--- src/rtl/axi_write_response_gen.sv ---
// AXI slave write-response (B channel) generator: in-order completion FIFO feeding registered B outputs.
// Optional saturating handshake statistics enabled by defining AXI_WRITE_RESPONSE_GEN_STATS_EN.
module axi_write_response_gen #(
  parameter int unsigned AXI_BID_WIDTH   = 1,
  parameter int unsigned AXI_BUSER_WIDTH = 1,
  parameter int unsigned DEPTH           = 4
) (
  input  logic                       aclk,
  input  logic                       aresetn,
  input  logic                       req_valid,
  output logic                       req_ready,
  input  logic [AXI_BID_WIDTH-1:0]   req_id,
  input  logic [1:0]                 req_resp,
  input  logic [AXI_BUSER_WIDTH-1:0] req_user,
  output logic [AXI_BID_WIDTH-1:0]   bid,
  output logic [1:0]                 bresp,
  output logic [AXI_BUSER_WIDTH-1:0] buser,
  output logic                       bvalid,
  input  logic                       bready,
`ifdef AXI_WRITE_RESPONSE_GEN_STATS_EN
  output logic [15:0]                stat_ok,
  output logic [15:0]                stat_err,
`endif
  output logic [$clog2(DEPTH):0]     level
);

  localparam int unsigned PW = $clog2(DEPTH);
  localparam int unsigned LW = PW + 1;

  typedef struct packed {
    logic [AXI_BID_WIDTH-1:0]   id;
    logic [1:0]                 resp;
    logic [AXI_BUSER_WIDTH-1:0] user;
  } rec_t;

  rec_t          r_mem [DEPTH];
  rec_t          r_b;
  logic          r_bvalid;
  logic [PW-1:0] r_wptr;
  logic [PW-1:0] r_rptr;
  logic [LW-1:0] r_level;

  logic          w_push;
  logic          w_pop;
  logic [LW-1:0] w_mem_cnt;
  logic          w_mem_empty;
  logic          w_load;
  logic          w_bypass;
  logic          w_wr;
  logic          w_rd;
  rec_t          w_req_rec;

  // level counts the presented record too, so the memory holds level minus bvalid entries
  assign req_ready   = (r_level < LW'(DEPTH));
  assign w_push      = req_valid && req_ready;
  assign w_pop       = r_bvalid && bready;
  assign w_mem_cnt   = r_level - LW'(r_bvalid);
  assign w_mem_empty = (w_mem_cnt == '0);
  assign w_load      = (!r_bvalid || w_pop) && (!w_mem_empty || w_push);
  assign w_bypass    = w_load && w_mem_empty;
  assign w_wr        = w_push && !w_bypass;
  assign w_rd        = w_load && !w_mem_empty;

  always_comb begin
    w_req_rec      = '0;
    w_req_rec.id   = req_id;
    w_req_rec.resp = req_resp;
    w_req_rec.user = req_user;
  end

  always_ff @(posedge aclk) begin
    if (w_wr) begin
      r_mem[r_wptr] <= w_req_rec;
    end
  end

  // Pointers, occupancy and the B-channel holding register
  always_ff @(posedge aclk or negedge aresetn) begin
    if (!aresetn) begin
      r_wptr   <= '0;
      r_rptr   <= '0;
      r_level  <= '0;
      r_bvalid <= 1'b0;
      r_b      <= '0;
    end else begin
      if (w_wr) begin
        r_wptr <= r_wptr + PW'(1);
      end
      if (w_rd) begin
        r_rptr <= r_rptr + PW'(1);
      end
      r_level <= r_level + LW'(w_push) - LW'(w_pop);
      if (w_load) begin
        r_bvalid <= 1'b1;
        r_b      <= w_bypass ? w_req_rec : r_mem[r_rptr];
      end else if (w_pop) begin
        r_bvalid <= 1'b0;
      end
    end
  end

  assign bid    = r_b.id;
  assign bresp  = r_b.resp;
  assign buser  = r_b.user;
  assign bvalid = r_bvalid;
  assign level  = r_level;

`ifdef AXI_WRITE_RESPONSE_GEN_STATS_EN
  logic [15:0] r_stat_ok;
  logic [15:0] r_stat_err;

  // SLVERR/DECERR both have resp[1] set
  always_ff @(posedge aclk or negedge aresetn) begin
    if (!aresetn) begin
      r_stat_ok  <= '0;
      r_stat_err <= '0;
    end else if (w_pop) begin
      if (r_b.resp[1]) begin
        if (r_stat_err != 16'hFFFF) r_stat_err <= r_stat_err + 16'd1;
      end else begin
        if (r_stat_ok != 16'hFFFF) r_stat_ok <= r_stat_ok + 16'd1;
      end
    end
  end

  assign stat_ok  = r_stat_ok;
  assign stat_err = r_stat_err;
`endif

endmodule
--- config.mk ---
export PLATFORM = sky130hd
export DESIGN_NAME = axi_write_response_gen
export DESIGN_NICKNAME = d
export VERILOG_FILES = /design/src/rtl/axi_write_response_gen.sv
export SDC_FILE = /design/constraint.sdc
export NUM_CORES = 1
export LEC_CHECK = 0
export CAP_MARGIN = 20
export CORE_MARGIN = 2
export CORE_UTILIZATION = 40
export CTS_BUF_LIST = sky130_fd_sc_hd__clkbuf_4 sky130_fd_sc_hd__clkbuf_8
export DETAILED_ROUTE_END_ITERATION = 10
export DONT_BUFFER_PORTS = 1
export GPL_TIMING_DRIVEN = 0
export PLACE_DENSITY_LB_ADDON = 0.1
export SLEW_MARGIN = 10
export SYNTH_ARGS = -nofsm -noshare
export SYNTH_HDL_FRONTEND = slang
export SYNTH_SLANG_ARGS = --single-unit
--- constraint.sdc ---
create_clock -name aclk -period 2.45 [get_ports aclk]
set_input_delay 0.3675 -clock aclk [delete_from_list [all_inputs] [get_ports aclk]]
set_output_delay 0.3675 -clock aclk [all_outputs]
set_load 0.05 [all_outputs]
==> summary.md, run 1 <==
| Metric | Value |
|---|---|
| Area Growth Syn to Fin | `8.95%` |
| Initial antenna violation count | `0` |
| GPL Wtd Cong | `0.679` |
| Mapped cell area | `1360 um^2` |
| Syn Nets | `107` |
| Unrepaired setup endpoints after global routing | `no` |
| Io pins | `17` |
| Drt wl/cell | `16.6 um` |
| Area of the multi-input gates | `529 um^2` |
| Drt total wl | `2360 um` |
| Overall routing resource usage | `0.136` |
| Port Buf Inserts | `0` |
| Top Usage Layer GRT | `met2` |
| First-pass GRT wire length | `4000 um` |
| Buf+Inv Stages, Crit Path | `2` |
| Critical path arrival | `2410 ps` |
| Flop and latch count out of synthesis | `28` |
| Slew headroom | `0.563` |
| Layout cells sized above 1 | `0.219` |
| Chip height | `62.2 um` |
| Starting Density | `0.413` |
| Die span in x | `62.2 um` |
| Worst setup margin | `263 ps` |
| Endpoints failing setup | `0` |
| Clock transition at the registers of the reported paths | `150 ps` |
| Final ANT Viol Nets | `0` |
| Period utilization | `0.893` |
| Most frequent cell after synthesis | `edfxtp_1` |
| Leakage | `0.541 nW` |
| Die area | `3870 um^2` |
| Grt met2 use | `0.221` |
| Core area | `3280 um^2` |
| TritonCTS clock tree | `built` |
| Pwr/cell area | `1350 nW/um^2` |
| Synth Flop Type | `edfxtp_1` |
| Max-cap check violation count | `0` |
| Vias in the first global route | `783` |
| Tmin final | `2190 ps` |
| Post-DR vias/cell | `5.13` |
| XOR/XNOR share of the synthesized area | `0.0443` |
| ANT cells | `0` |
| Finished layout cell area | `1480 um^2` |
| Met3 Use GR | `0.0272` |
| Synth Area in Simple Gates | `0.0959` |
| Number of synthesis warnings | `0` |
| FF/Latch Area | `782 um^2` |
| Min-delay worst type | `primary input to flop` |
| Sink Count | `28` |
| CP Cell Sequence | `nor2b_4 -> inv_1 -> ha_1 -> inv_1 -> ha_1 -> fa_1 -> xnor2_1 -> xnor2_1` |
| H-tree levels | `1` |
| Least-Margin Pin Slew | `655 ps` |
| Count of cell types in the netlist | `27` |
| Global route overflow | `0` |
| Slowest CP cell | `dfrtp_2` |
| Max FO, Critical Path | `7` |
| CP required | `2670 ps` |
| Fill cells | `303` |
| Nets | `113` |
| Mux contribution to synthesized area | `0.0775` |
| Met1 usage | `0.179` |
| Critical path's largest stage delay | `590 ps` |
| 1st-iter DRT viols | `13` |
| Worst IR drop on VDD | `0.779 mV` |
| Complex-gate fraction of the synthesized area | `0.0932` |
| DR vias | `729` |
| Top cells by area, synth | `edfxtp_1 35%, dfrtp_1 22%, mux4_2 6.6%` |
| Clock Skew | `2.14 ps` |
| Largest net degree at the start of global routing | `17` |
| Yosys top cell by area | `edfxtp_1` |
| Post-Synth Adder-Cell Area | `0.0793` |
| Main combinational cell family by area after synthesis | `simple AND/OR/NAND/NOR gates` |
| Slew Viols, Final | `0` |
| CP startpoint kind | `flop` |
| Avg Inst Size Synth | `14.9 um^2` |
| Cells after synthesis | `91` |
| Final Hold Fails | `0` |
| Fmax | `0.457 GHz` |
| Crit Path Class | `flop to flop` |
| Area post-placement | `1410 um^2` |
| # DRC | `0` |
| # Post-CTS Setup Buffers | `0` |
| Root Driver | `clkbuf_4` |
| Clock Latency Late Sink | `320 ps` |
| Outcome | `finished, final reports clean` |
| Num rows | `21` |
| Hpwl dp | `1750 um` |
| Pre-antenna DRT Iters | `4` |
| Sequential area share after synthesis | `0.576` |
| Post-Place Worst Slack | `112 ps` |
| Crit. End Element | `flop` |
| Num CTS Buffers | `3` |
| Clk buf depth | `2` |
| Top cells by count, synth | `16 x edfxtp_1, 12 x dfrtp_1, 8 x inv_1, 8 x o211ai_1, 7 x ha_1` |
| Setup TNS | `0 ps` |
| Family with the most delay on the worst path | `adder cells` |
| Post-synth EDFFs | `16` |
| Ys async rst share | `0.429` |
| Yosys top cell area share | `0.354` |
==> path summary, 6_finish.rpt <==
check	startpoint	end	slack (ps)	depth (start not counted)
max reg2reg	level[2]$_DFF_PN0_	level[2]$_DFF_PN0_	260	8
max in group asynchronous	aresetn	level[2]$_DFF_PN0_	1570	1
min	req_id	r_mem[2][3]$_DFFE_PP_	120	0
max	level[2]$_DFF_PN0_	level[2]$_DFF_PN0_	260	8
min reg2reg	r_wptr[1]$_DFFE_PN0P_	r_wptr[1]$_DFFE_PN0P_	590	1
min in group asynchronous	aresetn	r_rptr[1]$_DFFE_PN0P_	460	1
==> cell type report <==
type	instances	share of cell area
buffer	2	0.0110
timing repair buffer	1	0.00677
clock inverter	1	0.0203
tap	46	0.0389
multi-input combinational	53	0.358
inverter	8	0.0203
sequential	28	0.529
clock buffer	3	0.0152
==> registers in the layout, summed over array words and instances (netlist names) <==
register and flops:
r_wptr 2, buser 1, bresp 2, r_mem 16
bvalid 1, bid 1, level 3, r_rptr 2
==> placed cells by master, fill, tap and decap left out, types with 3 or more instances in the layout <==
cell type  Yosys  final
o211ai_1       8      8
inv_1          8      8
ha_1           7      7
dfrtp_1       12     11
clkbuf_4       0      3
edfxtp_1      16     16
xnor2_1        5      5
nand4_1        4      4
mux4_2         4      4
and2_2         4      4
o21ai_0        4      4
==> where the power goes <==
| part | internal (mW) | switching [mW] | total, mW |
|---|---|---|---|
| logic | 0.333 | 0.391 | 0.723 |
| clock network | 0.165 | 0.139 | 0.304 |
| registers | 0.639 | 0.330 | 0.969 |
| total | 1.14 | 0.860 | 2.00 |
==> worst reg2reg max path, delay by kind of cell (launching register included) <==
kind | cells | cell delay (ps)
flip-flops | 1 | 590
XOR/XNOR | 2 | 300
adder cells (fa/ha/maj) | 3 | 830
buffers and inverters | 2 | 140
AND/OR/NAND/NOR | 1 | 220
==> stage by stage <==
step	util	instances	total power, mW	hold WS [ps]
2_1_floorplan	-	91	1.56	71.9
3_3_place_gp	0.430	137	1.70	72.2
3_5_place_dp	0.430	137	1.72	72.2
4_1_cts	0.450	142	2.03	103
5_1_grt	0.450	142	2.15	86.9
6_report	0.450	142	2.00	122
==> timing repair <==
action,in CTS,in global routing
endpoints found under the hold margin,12,0
hold buffers,1,0
resized for setup,0,1
endpoints found under the setup margin,0,1
==> cells by family (layout without fill, tap and decap cells) <==
logic type	after synthesis	in the layout
fa+ha+maj	8	8
compound gates	17	17
xor+xnor	6	6
buf+inv	10	15
simple gates	17	17
mux	5	5
flops	28	28
==> layer usage <==
layer / vias to the layer above / routed length (um)
met5: - / 0
met1: 370 / 1040
met3: 2 / 95
li1: 348 / -
met2: 9 / 1200
met4: 0 / 21
Power figures use the tool's default switching activity.
==> run 2, diff against run 1 <==
- SLEW_MARGIN: 10 -> unset
==> results of run 2 <==
No change in the layout: final DEF, timing and power equal those of run 1.
